===== config.mk =====
export PLATFORM = sky130hd
export DESIGN_NAME = weighted_rr_scheduler
export DESIGN_NICKNAME = d
export VERILOG_FILES = /design/src/rtl/weighted_rr_scheduler_pkg.sv /design/src/rtl/weighted_rr_scheduler_finder.sv /design/src/rtl/weighted_rr_scheduler.sv
export SDC_FILE = /design/constraint.sdc
export NUM_CORES = 1
export LEC_CHECK = 0
export CAP_MARGIN = 20
export CORE_MARGIN = 3
export CORE_UTILIZATION = 40
export CTS_BUF_LIST = sky130_fd_sc_hd__clkbuf_4 sky130_fd_sc_hd__clkbuf_8
export DETAILED_ROUTE_END_ITERATION = 16
export PLACE_DENSITY = 0.71
export SLEW_MARGIN = 0
export SYNTH_ARGS = -nofsm -noshare
export SYNTH_HDL_FRONTEND = slang
export SYNTH_HIERARCHICAL = 1
export SYNTH_SLANG_ARGS = --single-unit

===== constraint.sdc =====
create_clock -name clk -period 4.31 [get_ports clk]
set_clock_uncertainty 0.15 [all_clocks]
set_input_delay 0.6465 -clock clk [delete_from_list [all_inputs] [get_ports clk]]
set_output_delay 0.6465 -clock clk [all_outputs]
set_load 0.05 [all_outputs]

===== src/rtl/weighted_rr_scheduler_pkg.sv =====
// Shared encodings for the weighted round-robin output scheduler:
// operating modes and the two-state grant FSM.
package weighted_rr_scheduler_pkg;

    localparam logic [1:0] MODO_RR        = 2'd0;
    localparam logic [1:0] MODO_PESADO    = 2'd1;
    localparam logic [1:0] MODO_PRIORIDAD = 2'd2;
    localparam logic [1:0] MODO_PESADO_B  = 2'd3;

    typedef enum logic {
        IDLE  = 1'b0,
        SERVE = 1'b1
    } sched_state_t;

    function automatic logic is_weighted(input logic [1:0] m);
        return (m == MODO_PESADO) || (m == MODO_PESADO_B);
    endfunction

    function automatic logic is_strict(input logic [1:0] m);
        return m == MODO_PRIORIDAD;
    endfunction

endpackage


===== src/rtl/weighted_rr_scheduler_finder.sv =====
// Rotating first-one search: first set bit of mask_i at or after
// start_i, wrapping modulo N.
module rr_next_finder
    import weighted_rr_scheduler_pkg::*;
#(
    parameter  int N  = 4,
    localparam int IW = $clog2(N)
) (
    input  logic [N-1:0]  mask_i,
    input  logic [IW-1:0] start_i,
    output logic [IW-1:0] idx_o,
    output logic          found_o
);

    logic [2*N-1:0] dbl;

    assign dbl = {mask_i, mask_i};

    // Walk from the far end so the nearest hit is assigned last.
    always_comb begin
        idx_o   = '0;
        found_o = 1'b0;
        for (int i = N - 1; i >= 0; i--) begin
            if (dbl[int'(start_i) + i]) begin
                idx_o   = IW'(int'(start_i) + i);
                found_o = 1'b1;
            end
        end
    end

endmodule


===== src/rtl/weighted_rr_scheduler.sv =====
// Weighted round-robin / strict-priority grant logic for the FIFO
// output stage; holds a grant for up to the queue weight in pops.
module weighted_rr_scheduler
    import weighted_rr_scheduler_pkg::*;
#(
    parameter  int QUEUE_QUANTITY = 4,
    parameter  int MAX_WEIGHT     = 64,
    localparam int W              = $clog2(MAX_WEIGHT),
    localparam int IW             = $clog2(QUEUE_QUANTITY)
) (
    input  logic                        clk,
    input  logic                        rst,
    input  logic                        enb,
    input  logic [1:0]                  mode,
    input  logic [QUEUE_QUANTITY*W-1:0] pesos,
    input  logic [QUEUE_QUANTITY-1:0]   buf_empty,
    input  logic                        pop,
    output logic [IW-1:0]               selector,
    output logic                        selector_enb,
    output logic [W-1:0]                credit
);

    sched_state_t state_q, state_d;
    logic [IW-1:0] sel_q, sel_d;
    logic          sel_enb_q, sel_enb_d;
    logic [W-1:0]  credit_q, credit_d;
    logic [IW-1:0] ptr_q, ptr_d;

    logic [W-1:0]  peso [QUEUE_QUANTITY];
    logic [QUEUE_QUANTITY-1:0] elig;
    logic          weighted;
    logic          strict;
    logic [IW-1:0] sel_next;
    logic [IW-1:0] start;
    logic [IW-1:0] nxt_idx;
    logic          nxt_found;
    logic [W-1:0]  load_credit;
    logic          acc_pop;
    logic          burst_end;
    logic          preempt;

    assign weighted = is_weighted(mode);
    assign strict   = is_strict(mode);

    always_comb begin
        for (int q = 0; q < QUEUE_QUANTITY; q++) begin
            peso[q] = pesos[q*W +: W];
            elig[q] = !buf_empty[q] && (!weighted || (peso[q] != '0));
        end
    end

    // The served queue sits last in rotation from sel_q+1, so it is
    // only re-picked when nothing else is eligible.
    assign sel_next = sel_q + 1'b1;
    assign start    = strict ? '0
                    : (state_q == SERVE) ? sel_next : ptr_q;

    rr_next_finder #(
        .N (QUEUE_QUANTITY)
    ) u_finder (
        .mask_i  (elig),
        .start_i (start),
        .idx_o   (nxt_idx),
        .found_o (nxt_found)
    );

    assign load_credit = weighted ? peso[nxt_idx] : W'(1);
    assign acc_pop     = pop && sel_enb_q;
    assign burst_end   = (acc_pop && (credit_q <= W'(1)))
                       || (buf_empty[sel_q] && !pop);
    assign preempt     = strict && nxt_found && (nxt_idx != sel_q);

    always_comb begin
        state_d   = state_q;
        sel_d     = sel_q;
        sel_enb_d = sel_enb_q;
        credit_d  = credit_q;
        ptr_d     = ptr_q;
        if (enb) begin
            unique case (state_q)
                IDLE: begin
                    if (nxt_found) begin
                        state_d   = SERVE;
                        sel_d     = nxt_idx;
                        sel_enb_d = 1'b1;
                        credit_d  = load_credit;
                    end
                end
                SERVE: begin
                    if (acc_pop && (credit_q != '0)) begin
                        credit_d = credit_q - 1'b1;
                    end
                    if (burst_end || preempt) begin
                        if (burst_end) begin
                            ptr_d = sel_next;
                        end
                        if (nxt_found) begin
                            sel_d    = nxt_idx;
                            credit_d = load_credit;
                        end else begin
                            state_d   = IDLE;
                            sel_enb_d = 1'b0;
                            credit_d  = '0;
                        end
                    end
                end
                default: begin
                    state_d = IDLE;
                end
            endcase
        end
    end

    always_ff @(posedge clk or negedge rst) begin
        if (!rst) begin
            state_q   <= IDLE;
            sel_q     <= '0;
            sel_enb_q <= 1'b0;
            credit_q  <= '0;
            ptr_q     <= '0;
        end else begin
            state_q   <= state_d;
            sel_q     <= sel_d;
            sel_enb_q <= sel_enb_d;
            credit_q  <= credit_d;
            ptr_q     <= ptr_d;
        end
    end

    assign selector     = sel_q;
    assign selector_enb = sel_enb_q;
    assign credit       = credit_q;

endmodule


Word-level counts from Yosys, hierarchy flattened --
Cells that the tools add are included.
Storage, ports and cells: register bits after elaboration 12, logic and storage cells 101, bits of input ports 34, output and inout bits 9
Cells by class: bitwise operators 2, $lt $le $gt $ge 7, equal/unequal tests 8, reduce and logical (&&, ||, !) cells 32, add/subtract/negate cells 5, multiplexer cells 42
Operators by type and width (number):
- $lt A32 B5 Y1 const B | 2
- $mux W6 | 7
- $reduce_bool A6 Y1 | 5
- $mux W1 | 17
- $mux W2 | 8
- $bmux W6 S2 | 1
- $pmux W6 S2 | 1
- $logic_and A1 B1 Y1 | 10
- $bmux W1 S3 | 3
- $reduce_and A4 Y1 | 2
- $logic_or A1 B1 Y1 | 7
- $add A2 B2 Y3 const B | 2
- $le A6 B1 Y1 const B | 1
- $logic_not A1 Y1 | 6
- $sub A6 B1 Y6 const B | 1
- $bmux W1 S2 | 2
- $eq A2 B2 Y1 const B | 2
- $lt A2 B4 Y1 const B | 1
- $lt A3 B4 Y1 const B | 1
- $ne A2 B2 Y1 const B | 2
- $pmux W1 S2 | 2
- $pmux W2 S2 | 1
- $add A2 B1 Y3 const B | 1
- $ge A3 B3 Y1 const B | 1
- 10 further kinds | 10

Longest topological paths before layout --
Gate-level depths: netlist of the first run.
word-level depth 20, mapped depth 15, mapped depth without buffers 13

Modules after synthesis --
The synthesis of the first run kept the hierarchy.
Modules (own cells, without submodules):
- weighted_rr_scheduler | seq. area each 300.3 um2, times used 1, cells each 118, area an instance 1162.4 um2
- rr_next_finder | seq. area each 0.0 um2, times used 1, cells each 28, area an instance 170.2 um2

Least setup slack after synthesis of the first run --
No wires, ideal clock.
kind register to register, from reg sel_q[1] (netlist: selector[1]), to reg credit_q[2] (netlist: credit[2]), data required time 4.077 ns, setup time 0.083 ns, stages on the path, launching flop included 16, period minus slack after synthesis 4.033 ns, path slack 0.277 ns, path buffers 3, data arrival time 3.800 ns, cell sequence dfrtp_1 buf_6 xnor2_1 a211oi_1 ha_1 nor2b_1 o21ai_0 a31oi_1 a21o_1 buf_6 xor2_1 o211a_4 nor3_4 buf_6 mux2_1 o22ai_1
Between the ends: cells in the longest elaborated chain, start to end 19, elaborated cells between the ends (all ways) 45, classes of those cells 4 x add/sub; 3 x eq/ne; 31 x mux; 1 x bitwise; 6 x reduce/logical
Ends and longest elaborated chain:
- start: declaration | line weighted_rr_scheduler.sv:24 | logic [IW-1:0] sel_q, sel_d;
- start signal: assignment | line weighted_rr_scheduler.sv:123 | sel_q <= sel_d;
- $add A2 B1 Y2 * | line weighted_rr_scheduler.sv:54 | assign sel_next = sel_q + 1'b1;
- $mux W2 * | line weighted_rr_scheduler.sv:56 | : (state_q == SERVE) ? sel_next : ptr_q;
- $mux W2 * | line weighted_rr_scheduler.sv:55 | assign start = strict ? '0
- via start[1] | line weighted_rr_scheduler.sv:34 | logic [IW-1:0] start;
- $add A2 B2 Y3 | line weighted_rr_scheduler_finder.sv:25 | idx_o = IW'(int'(start_i) + i);
- $bmux W1 S3 | line weighted_rr_scheduler_finder.sv:24 | if (dbl[int'(start_i) + i]) begin
- $mux W1 (not written as such) (2 in series) | line weighted_rr_scheduler_finder.sv:24
- $mux W2 (3 in series) | line weighted_rr_scheduler_finder.sv:24
- $mux W2 * | line weighted_rr_scheduler_finder.sv:24
- via nxt_idx[0] | line weighted_rr_scheduler.sv:35 | logic [IW-1:0] nxt_idx;
- $not A2 Y3 (not written as such) | line weighted_rr_scheduler.sv:67 | assign load_credit = weighted ? peso[nxt_idx] : W'(1);
- $bmux W6 S2 | line weighted_rr_scheduler.sv:67
- $mux W6 (not written as such) (2 in series) | line weighted_rr_scheduler.sv:67
- $mux W6 | line weighted_rr_scheduler.sv:67
- $mux W6 | line weighted_rr_scheduler.sv:97 | if (nxt_found) begin
- $mux W6 | line weighted_rr_scheduler.sv:93 | if (burst_end || preempt) begin
- $pmux W6 S2 | line weighted_rr_scheduler.sv:80 | unique case (state_q)
- end signal: assignment | line weighted_rr_scheduler.sv:125 | credit_q <= credit_d;
- end: declaration | line weighted_rr_scheduler.sv:26 | logic [W-1:0] credit_q, credit_d;
Mark *: on every way through the listed nets, which the timed path passes. The rest lies on a longest branch. The select of a mux whose other input is x is not followed. A chain may end at the register's enable or synchronous reset.

Worst setup path after layout of the first run --
from in mode[0], to reg sel_q[1] (netlist: selector[1])
Between the ends: elaborated cells between the ends (all ways) 45, classes of those cells 3 x add/sub; 5 x eq/ne; 23 x mux; 14 x reduce/logical
RTL lines:
- start: declaration | line weighted_rr_scheduler.sv:14 | input logic [1:0] mode,
- $eq A2 B2 Y1 * | line weighted_rr_scheduler_pkg.sv:20 | return m == MODO_PRIORIDAD;
- $mux W2 * | line weighted_rr_scheduler.sv:55
- via start[1] | line weighted_rr_scheduler.sv:34
- $add A2 B2 Y3 | line weighted_rr_scheduler_finder.sv:25
- $bmux W1 S3 | line weighted_rr_scheduler_finder.sv:24
- $mux W1 (not written as such) (2 in series) | line weighted_rr_scheduler_finder.sv:24
- $mux W2 (3 in series) | line weighted_rr_scheduler_finder.sv:24
- $mux W2 * | line weighted_rr_scheduler_finder.sv:24
- via nxt_idx[0] | line weighted_rr_scheduler.sv:35
- $ne A2 B2 Y1 * | line weighted_rr_scheduler.sv:71 | assign preempt = strict && nxt_found && (nxt_idx != sel_q);
- $logic_and A1 B1 Y1 * | line weighted_rr_scheduler.sv:71
- $logic_or A1 B1 Y1 * | line weighted_rr_scheduler.sv:93
- $ne A2 B1 Y1 (no source line) *
- $reduce_and A2 Y1 (no source line) *
Marks and branches as above.

==> results of run 1 <==
## power breakdown
group          switching [mW]  internal (mW)  leakage [nW]
registers              0.0629          0.164         0.145
logic                   0.537          0.457         0.580
clock network          0.0435         0.0514        0.0210
total                   0.644          0.673         0.746
## registers in the layout, summed over array words and instances (netlist names)
signal        flops
credit            6
ptr_q             2
selector          2
selector_enb      1
state_q           1
## how the worst max path moves through the flow
stage                                       start                      end  slack (ns)  depth (start not counted)
after floorplan           selector[1]$_DFFE_PN0P_    credit[2]$_DFFE_PN0P_        0.28                         15
after global routing                      mode[1]  selector[1]$_DFFE_PN0P_        0.15                         13
after CTS                                 mode[0]  selector[1]$_DFFE_PN0P_        0.43                         13
final                                     mode[0]  selector[1]$_DFFE_PN0P_        0.41                         13
after global placement                    mode[1]  selector[1]$_DFFE_PN0P_        0.30                         13
after detailed placement                  mode[1]  selector[1]$_DFFE_PN0P_        0.15                         13
## logic make-up (layout without fill, tap and decap cells)
group | after synthesis | after routing
AO/OA/AOI/OAI | 38 | 38
XOR/XNOR | 3 | 3
adder cells (fa/ha/maj) | 4 | 4
buffers and inverters | 19 | 65
flip-flops | 12 | 12
multiplexers | 17 | 17
AND/OR/NAND/NOR | 53 | 53
## worst max-delay path, cell delays in order
cell,delay [ns]
sky130_fd_sc_hd__clkdlybuf4s50_1,0.48
sky130_fd_sc_hd__nor2b_1,0.08
sky130_fd_sc_hd__a211oi_1,0.28
sky130_fd_sc_hd__ha_1,0.37
sky130_fd_sc_hd__nor2b_1,0.17
sky130_fd_sc_hd__o21ai_0,0.19
sky130_fd_sc_hd__a31oi_1,0.11
sky130_fd_sc_hd__a21o_1,0.22
sky130_fd_sc_hd__xor2_1,0.19
sky130_fd_sc_hd__o211a_4,0.29
sky130_fd_sc_hd__nor3_4,0.34
sky130_fd_sc_hd__nand3b_1,0.21
sky130_fd_sc_hd__mux2_2,0.35
## stage by stage
| stage | std cells | power, mW | util, % | area [um2] | setup WS [ns] |
|---|---|---|---|---|---|
| floorplan | 146 | 0.999 | - | 1330 | 0.277 |
| global placement | 232 | 1.19 | 57.9 | 1800 | 0.303 |
| detailed placement | 232 | 1.22 | 57.9 | 1800 | 0.152 |
| CTS | 236 | 1.31 | 59.1 | 1830 | 0.426 |
| global route | 236 | 1.42 | 59.1 | 1830 | 0.155 |
| finish | 236 | 1.32 | 59.1 | 1830 | 0.408 |
## per-layer routing
metal	vias up	global-route usage [%]	routed length, um
met2	42	30.5	1730
met3	9	1.78	135
li1	629	-	-
met1	614	22.1	1510
met5	-	0	0
met4	0	7.01	68
## cell usage in the layout, fill, tap and decap left out, types with 6 or more instances in the layout
master                            Yosys  final
sky130_fd_sc_hd__nand2_1             15     15
sky130_fd_sc_hd__a21oi_1              6      6
sky130_fd_sc_hd__buf_4                1      6
sky130_fd_sc_hd__clkdlybuf4s50_1      0     42
sky130_fd_sc_hd__mux4_2               6      6
sky130_fd_sc_hd__o21ai_0              7      7
sky130_fd_sc_hd__dfrtp_1             12     12
sky130_fd_sc_hd__inv_1               13     13
sky130_fd_sc_hd__nor2_1              14     14
## layout make-up
cell class              count  area [um2]
fillers                   288        1270
multi-input cells         115         927
well taps                  44        55.1
clock buffers               4        36.3
repair buffers             48         465
flip-flops and latches     12         300
inverters                  13        48.8
==> qor.log, run 1 <==
INFO  sta            maxSlewHeadroom=61.4%
INFO  yosys          yosysTopAreaCell=sky130_fd_sc_hd__dfrtp_1
INFO  cells_and_area post_route_cells_drive_above_1_share=16.7%
INFO  setup_path     startpoint_type=input port
INFO  clock_network  clock_slew_at_reported_path_ffs=0.08ns
INFO  setup_path     endpoint_kind=register
INFO  clock_network  clkLatencyLatePin=0.28ns
INFO  yosys          seq_area_frac_synth=22.5%
INFO  sta            setup_repair_after_global_routing_missed_its_margin=false
INFO  hold_path      hold-path-cell-count=1
INFO  detailed_routing post_drt_wl_per_cell=14.6um
INFO  clock_network  cts_setup_buffers=0
INFO  clock_network  cts-root-buf=sky130_fd_sc_hd__clkbuf_4
INFO  setup_path     endpoint_arrival_time_on_the_critical_path=3.91ns
INFO  yosys          yosysWarningCount=6
INFO  die            core.rowCount=20
INFO  status         outcome=complete, no violations
INFO  setup_path     minimum_setup_slack_among_reg_to_reg_paths=0.59ns
INFO  clock_network  cts_inserted_buffers=3
INFO  run            maxCapViolCount=0
INFO  yosys          synth_simple_gate_area_share=22.0%
INFO  clock_network  cts_tree=yes
INFO  die            floorplan.initialDensity=42.9%
INFO  clock_network  cts_sinks=12
INFO  power          power_leakage=0.746nW
INFO  yosys          multiplexer_area_fraction_after_synthesis=19.0%
INFO  yosys          synth.area.top_cells=sky130_fd_sc_hd__dfrtp_1, sky130_fd_sc_hd__mux4_2, sky130_fd_sc_hd__mux2_2
INFO  hold_path      hold_end=ptr_q[0]$_DFFE_PN0P_
INFO  grt            grt_pass1_vias=1259
INFO  yosys          postSynth.asyncResetShare=100%
INFO  yosys          synth_xor_xnor_area_share=1.97%
INFO  grt            grt_overflow_total=0
INFO  yosys          yosys.area_share.adder=3.76%
INFO  grt            antenna_violations_before_repair=0
INFO  die            fp.dieW=63.7um
INFO  yosys          netlist_instances=146
INFO  power          p_per_area=718nW/um2
INFO  setup_path     crit_required=4.32ns
INFO  clock_network  cts_resized=0
INFO  sta            timing_max_transition_violations_final=0
INFO  sta            post-route-min-period=3.90ns
INFO  yosys          combinational_family_with_the_most_area_after_synthesis=compound AO/OA/AOI/OAI gates
INFO  sta            worst-slew-pin-transition=0.576ns
INFO  yosys          synth_top_cells_by_count=sky130_fd_sc_hd__nand2_1, sky130_fd_sc_hd__nor2_1, sky130_fd_sc_hd__inv_1
INFO  sta            worst_hold_slack=0.379ns
INFO  sta            finalSetupViolations=0
INFO  detailed_routing finalWirelength=3.45mm
INFO  clock_network  number_of_h_tree_levels=1
INFO  setup_path     critical_path_class=input port to register
INFO  die            core-area=3100um2
INFO  yosys          postSynth.topFlopCell=sky130_fd_sc_hd__dfrtp_1
INFO  setup_path     ff2ff_path_depth=12
INFO  sta            timing.final.hold_violations=0
INFO  setup_path     rr_endpoint=selector[1]$_DFFE_PN0P_
INFO  sta            post-route-period-util=90.5%
INFO  placed_design  gpl_wtd_cong=0.928
INFO  yosys          top_count_cell_post_synth=sky130_fd_sc_hd__nand2_1
INFO  clock_network  clock_tree.buffer_depth=2
INFO  detailed_routing detailed_route_drc_error_count=0
INFO  die            dieArea=4060um2
INFO  hold_path      min_path_type=register to register
INFO  cells_and_area num_antenna_cells=0
INFO  setup_path     worst_r2r_startpoint=selector[0]$_DFFE_PN0P_
INFO  die            floorplan.io_pins=43
INFO  sta            max_freq=256MHz
INFO  placed_design  dp_hpwl=2.85mm
INFO  power          power.ir.vdd_worst=0.331mV
INFO  detailed_routing num_vias=1294
INFO  yosys          synthesis.area=1330um2
INFO  grt            first_pass_grt_wire_length=5.73mm
INFO  yosys          ys_types=41
INFO  setup_path     critPathMaxFanout=8
INFO  hold_path      hold_path_startpoint=ptr_q[0]$_DFFE_PN0P_
INFO  cells_and_area flow.area_growth_from_synthesis=37.6%
INFO  grt            grt_start_max_net_pins=13
INFO  clock_network  post_cts_hold_buffers=0
INFO  detailed_routing vias_per_cell=5.48
INFO  die            floorplan.die.height=63.7um
INFO  yosys          synthDominantCellAreaShare=22.5%
INFO  sta            fin_setup_tns=0ns
INFO  yosys          synth_enable_flop_cells=0
INFO  yosys          synth_compound_gate_area_share=22.9%
INFO  detailed_routing detailedRoute.firstIterationViolations=112
INFO  detailed_routing ant_nets=0
INFO  cells_and_area num-nets-final=231
INFO  yosys          number_of_synthesized_register_bits=12
INFO  placed_design  count_of_buffers_from_port_buffering=42
INFO  yosys          syn-num-nets=184
INFO  grt            overall_global_routing_usage=17.6%
INFO  detailed_routing first_pass_iters=4
INFO  yosys          synth.avg_cell_area=9.13um2
No activity file was read; power rests on OpenSTA's default activity.
==> run 2: changes to the inputs <==
- CORE_MARGIN: 3 -> 2
- CORE_UTILIZATION: 40 -> 48
- PLACE_DENSITY: 0.71 -> 0.83
==> run 2 against run 1 <==
Fmax shrank 1.1%. Power grew 1.7%. Clock power rose by 2%. Sequential share of layout area is 0.15 points higher. Critical endpoint unchanged. Highest routed layer unchanged.
==> qor.log, run 2 (synthesis gave the netlist of run 1 again) <==
INFO  setup_path     crit_top_cell=sky130_fd_sc_hd__nor2b_1 [unchanged]
INFO  setup_path     path_cells=clkdlybuf4s50_1 > nor2b_1 > a211oi_1 > ha_1 > nor2b_1 > o21ai_0 > a31oi_1 > a21o_1 > xor2_1 > o211a_4 > nor3_4 > nand3b_1 > mux2_2 [unchanged]
INFO  placed_design  placed_cells_incl_taps=219 [was 232]
INFO  detailed_routing vias_per_cell=6.02 [was 5.48]
INFO  die            fp.dieW=56.7um [was 63.7 um]
INFO  cells_and_area fin_cells=223 [was 236]
INFO  detailed_routing post_drt_wl_per_cell=16.7um [was 14.6 um]
INFO  setup_path     minimum_setup_slack_among_reg_to_reg_paths=0.57ns [was 0.59 ns]
INFO  setup_path     max_stage_delay=0.50ns [was 0.48 ns]
INFO  cells_and_area largest_reg_flops=6 [unchanged]
INFO  clock_network  clock_slew_at_reported_path_ffs=0.08ns [about the same]
INFO  clock_network  cts_inserted_buffers=3 [unchanged]
INFO  cells_and_area num_antenna_cells=0 [unchanged]
INFO  die            core.rowCount=19 [was 20]
INFO  grt            grt_start_max_net_pins=13 [unchanged]
INFO  sta            fin_setup_tns=0ns [unchanged]
INFO  sta            finalSetupViolations=0 [unchanged]
INFO  clock_network  cts-root-buf=sky130_fd_sc_hd__clkbuf_4 [unchanged]
INFO  grt            grt_overflow_total=0 [unchanged]
INFO  clock_network  cts_tree=yes [unchanged]
INFO  hold_path      min_path_type=register to register [unchanged]
INFO  cells_and_area layout_commonest_cell=sky130_fd_sc_hd__clkdlybuf4s50_1 [unchanged]
INFO  die            core-area=2690um2 [was 3100 um2]
INFO  cells_and_area flow.area_growth_from_synthesis=36.3% [was 37.6%]
INFO  setup_path     path_buf_inv=1 [unchanged]
INFO  die            floorplan.io_pins=43 [unchanged]
INFO  die            floorplan.die.height=56.7um [was 63.7 um]
INFO  setup_path     worst_r2r_startpoint=selector[0]$_DFFE_PN0P_ [unchanged]
INFO  sta            timing_max_transition_violations_final=0 [unchanged]
INFO  grt            overall_global_routing_usage=24.8% [was 17.6%]
INFO  cells_and_area filler_cell_count_in_the_final_layout=224 [was 288]
INFO  setup_path     critical_path_class=input port to register [unchanged]
INFO  setup_path     critPathMaxFanout=8 [unchanged]
INFO  sta            worst-slew-pin-transition=0.586ns [was 0.576 ns]
INFO  setup_path     endpoint_kind=register [unchanged]
INFO  grt            grt_pass1_vias=1369 [was 1259]
INFO  power          power_leakage=0.746nW [unchanged]
INFO  clock_network  post_cts_hold_buffers=0 [unchanged]
INFO  placed_design  gpl_wtd_cong=0.857 [was 0.928]
INFO  power          p_per_area=737nW/um2 [was 718 nW/um2]
INFO  run            maxCapViolCount=0 [unchanged]
INFO  placed_design  dp_hpwl=3.04mm [was 2.85 mm]
INFO  setup_path     critical_path.top_delay_family=compound AO/OA/AOI/OAI gates [unchanged]
INFO  cells_and_area post_route_cells_drive_above_1_share=16.7% [unchanged]
INFO  cells_and_area num-nets-final=231 [unchanged]
INFO  clock_network  cts_resized=0 [unchanged]
INFO  setup_path     rr_endpoint=selector[1]$_DFFE_PN0P_ [unchanged]
INFO  clock_network  clock_tree.buffer_depth=2 [unchanged]
INFO  setup_path     ff2ff_path_depth=12 [unchanged]
INFO  clock_network  number_of_h_tree_levels=1 [unchanged]
INFO  detailed_routing first_pass_iters=5 [was 4]
INFO  hold_path      hold_path_startpoint=ptr_q[0]$_DFFE_PN0P_ [unchanged]
INFO  detailed_routing num_vias=1343 [was 1294]
INFO  setup_path     endpoint_arrival_time_on_the_critical_path=3.97ns [was 3.91 ns]
INFO  setup_path     crit_slowest_cell=sky130_fd_sc_hd__clkdlybuf4s50_1 [unchanged]
INFO  placed_design  count_of_buffers_from_port_buffering=42 [unchanged]
INFO  clock_network  clkLatencyLatePin=0.29ns [was 0.28 ns]
INFO  setup_path     startpoint_type=input port [unchanged]
INFO  clock_network  cts_sinks=12 [unchanged]
INFO  die            floorplan.initialDensity=49.6% [was 42.9%]
INFO  power          power.ir.vdd_worst=0.468mV [was 0.331 mV]
INFO  cells_and_area layout.cells.most_common_list=sky130_fd_sc_hd__clkdlybuf4s50_1, sky130_fd_sc_hd__nand2_1, sky130_fd_sc_hd__nor2_1 [unchanged]
INFO  detailed_routing detailedRoute.firstIterationViolations=87 [was 112]
INFO  status         outcome=complete, no violations [unchanged]
INFO  sta            max_freq=253MHz [was 256 MHz]
INFO  sta            setup_repair_after_global_routing_missed_its_margin=false [unchanged]
INFO  hold_path      hold-path-cell-count=1 [unchanged]
INFO  grt            antenna_violations_before_repair=0 [unchanged]
INFO  cells_and_area finalCoreUtilization=67.6% [was 59.1%]
INFO  detailed_routing ant_nets=0 [unchanged]
INFO  sta            post-route-period-util=91.6% [was 90.5%]
INFO  hold_path      hold_end=ptr_q[0]$_DFFE_PN0P_ [unchanged]
INFO  detailed_routing detailed_route_drc_error_count=0 [unchanged]
INFO  detailed_routing finalWirelength=3.73mm [was 3.45 mm]
INFO  clock_network  cts_setup_buffers=0 [unchanged]
INFO  grt            first_pass_grt_wire_length=6.25mm [was 5.73 mm]
INFO  setup_path     crit_required=4.33ns [was 4.32 ns]
INFO  sta            timing.final.hold_violations=0 [unchanged]
INFO  sta            maxSlewHeadroom=60.8% [was 61.4%]
INFO  die            dieArea=3210um2 [was 4060 um2]
INFO  sta            post-route-min-period=3.95ns [was 3.90 ns]
[run 2: cell counts in the layout (fill, tap and decap cells not counted)]
Identical to the previous run, type by type.
[run 2: where the power goes]
group / switching, mW / internal (mW) / leakage, nW / total, mW
clock network: 0.0450 / 0.0515 / 0.0210 / 0.0966
logic: 0.554 / 0.459 / 0.580 / 1.01
registers: 0.0649 / 0.164 / 0.145 / 0.229
total: 0.664 / 0.675 / 0.746 / 1.34
[run 2: worst max path at each step]
stage	startpoint	end	slack (ns)	depth (start not counted)
after CTS	mode[0]	selector[1]$_DFFE_PN0P_	0.38	13
final	mode[0]	selector[1]$_DFFE_PN0P_	0.36	13
after floorplan	selector[1]$_DFFE_PN0P_	credit[2]$_DFFE_PN0P_	0.28	15
after global routing	mode[0]	selector[1]$_DFFE_PN0P_	0.16	13
after global placement	mode[0]	selector[0]$_DFFE_PN0P_	0.19	13
after detailed placement	mode[0]	selector[1]$_DFFE_PN0P_	0.11	13
[run 2: routing by layer]
metal  vias to the layer above  global-route usage (%)  routed length [um]
li1                        630                       -                   -
met1                       633                    29.6                1480
met2                        68                    42.5                1910
met3                        12                    2.53                 212
met4                         0                    15.0                 129
met5                         -                       0                   0
[run 2: stage by stage]
step | instance area [um2] | total power [mW] | setup WS (ns) | hold slack (ns)
6_report | 1820 | 1.34 | 0.363 | 0.370
5_1_grt | 1820 | 1.42 | 0.162 | 0.386
4_1_cts | 1820 | 1.33 | 0.383 | 0.370
3_5_place_dp | 1780 | 1.23 | 0.105 | 0.352
3_3_place_gp | 1780 | 1.18 | 0.193 | 0.338
2_1_floorplan | 1330 | 0.999 | 0.277 | 0.201
[run 2: layout make-up]
class                           count  area, um2  share of cell area (%)
Clock buffer                        4       36.3                    2.00
Tap cell                           31       38.8                    2.13
Timing Repair Buffer               48        465                    25.6
Inverter                           13       48.8                    2.69
Multi-Input combinational cell    115        927                    51.0
Sequential cell                    12        300                    16.5
[run 2: worst register-to-register path: stages, from the launching register on]
cell	delay (ns)
sky130_fd_sc_hd__dfrtp_1	0.47
sky130_fd_sc_hd__xnor2_1	0.19
sky130_fd_sc_hd__a211oi_1	0.39
sky130_fd_sc_hd__ha_1	0.39
sky130_fd_sc_hd__nor2b_1	0.17
sky130_fd_sc_hd__o21ai_0	0.19
sky130_fd_sc_hd__a31oi_1	0.10
sky130_fd_sc_hd__a21o_1	0.19
sky130_fd_sc_hd__xor2_1	0.18
sky130_fd_sc_hd__o211a_4	0.30
sky130_fd_sc_hd__nor3_4	0.34
sky130_fd_sc_hd__nand3b_1	0.21
sky130_fd_sc_hd__mux2_2	0.36
==> run 3: changes to the inputs <==
- CTS_CLUSTER_SIZE: default -> 12
==> results of run 3 <==
No change in the layout: final DEF, timing and power equal those of run 2.
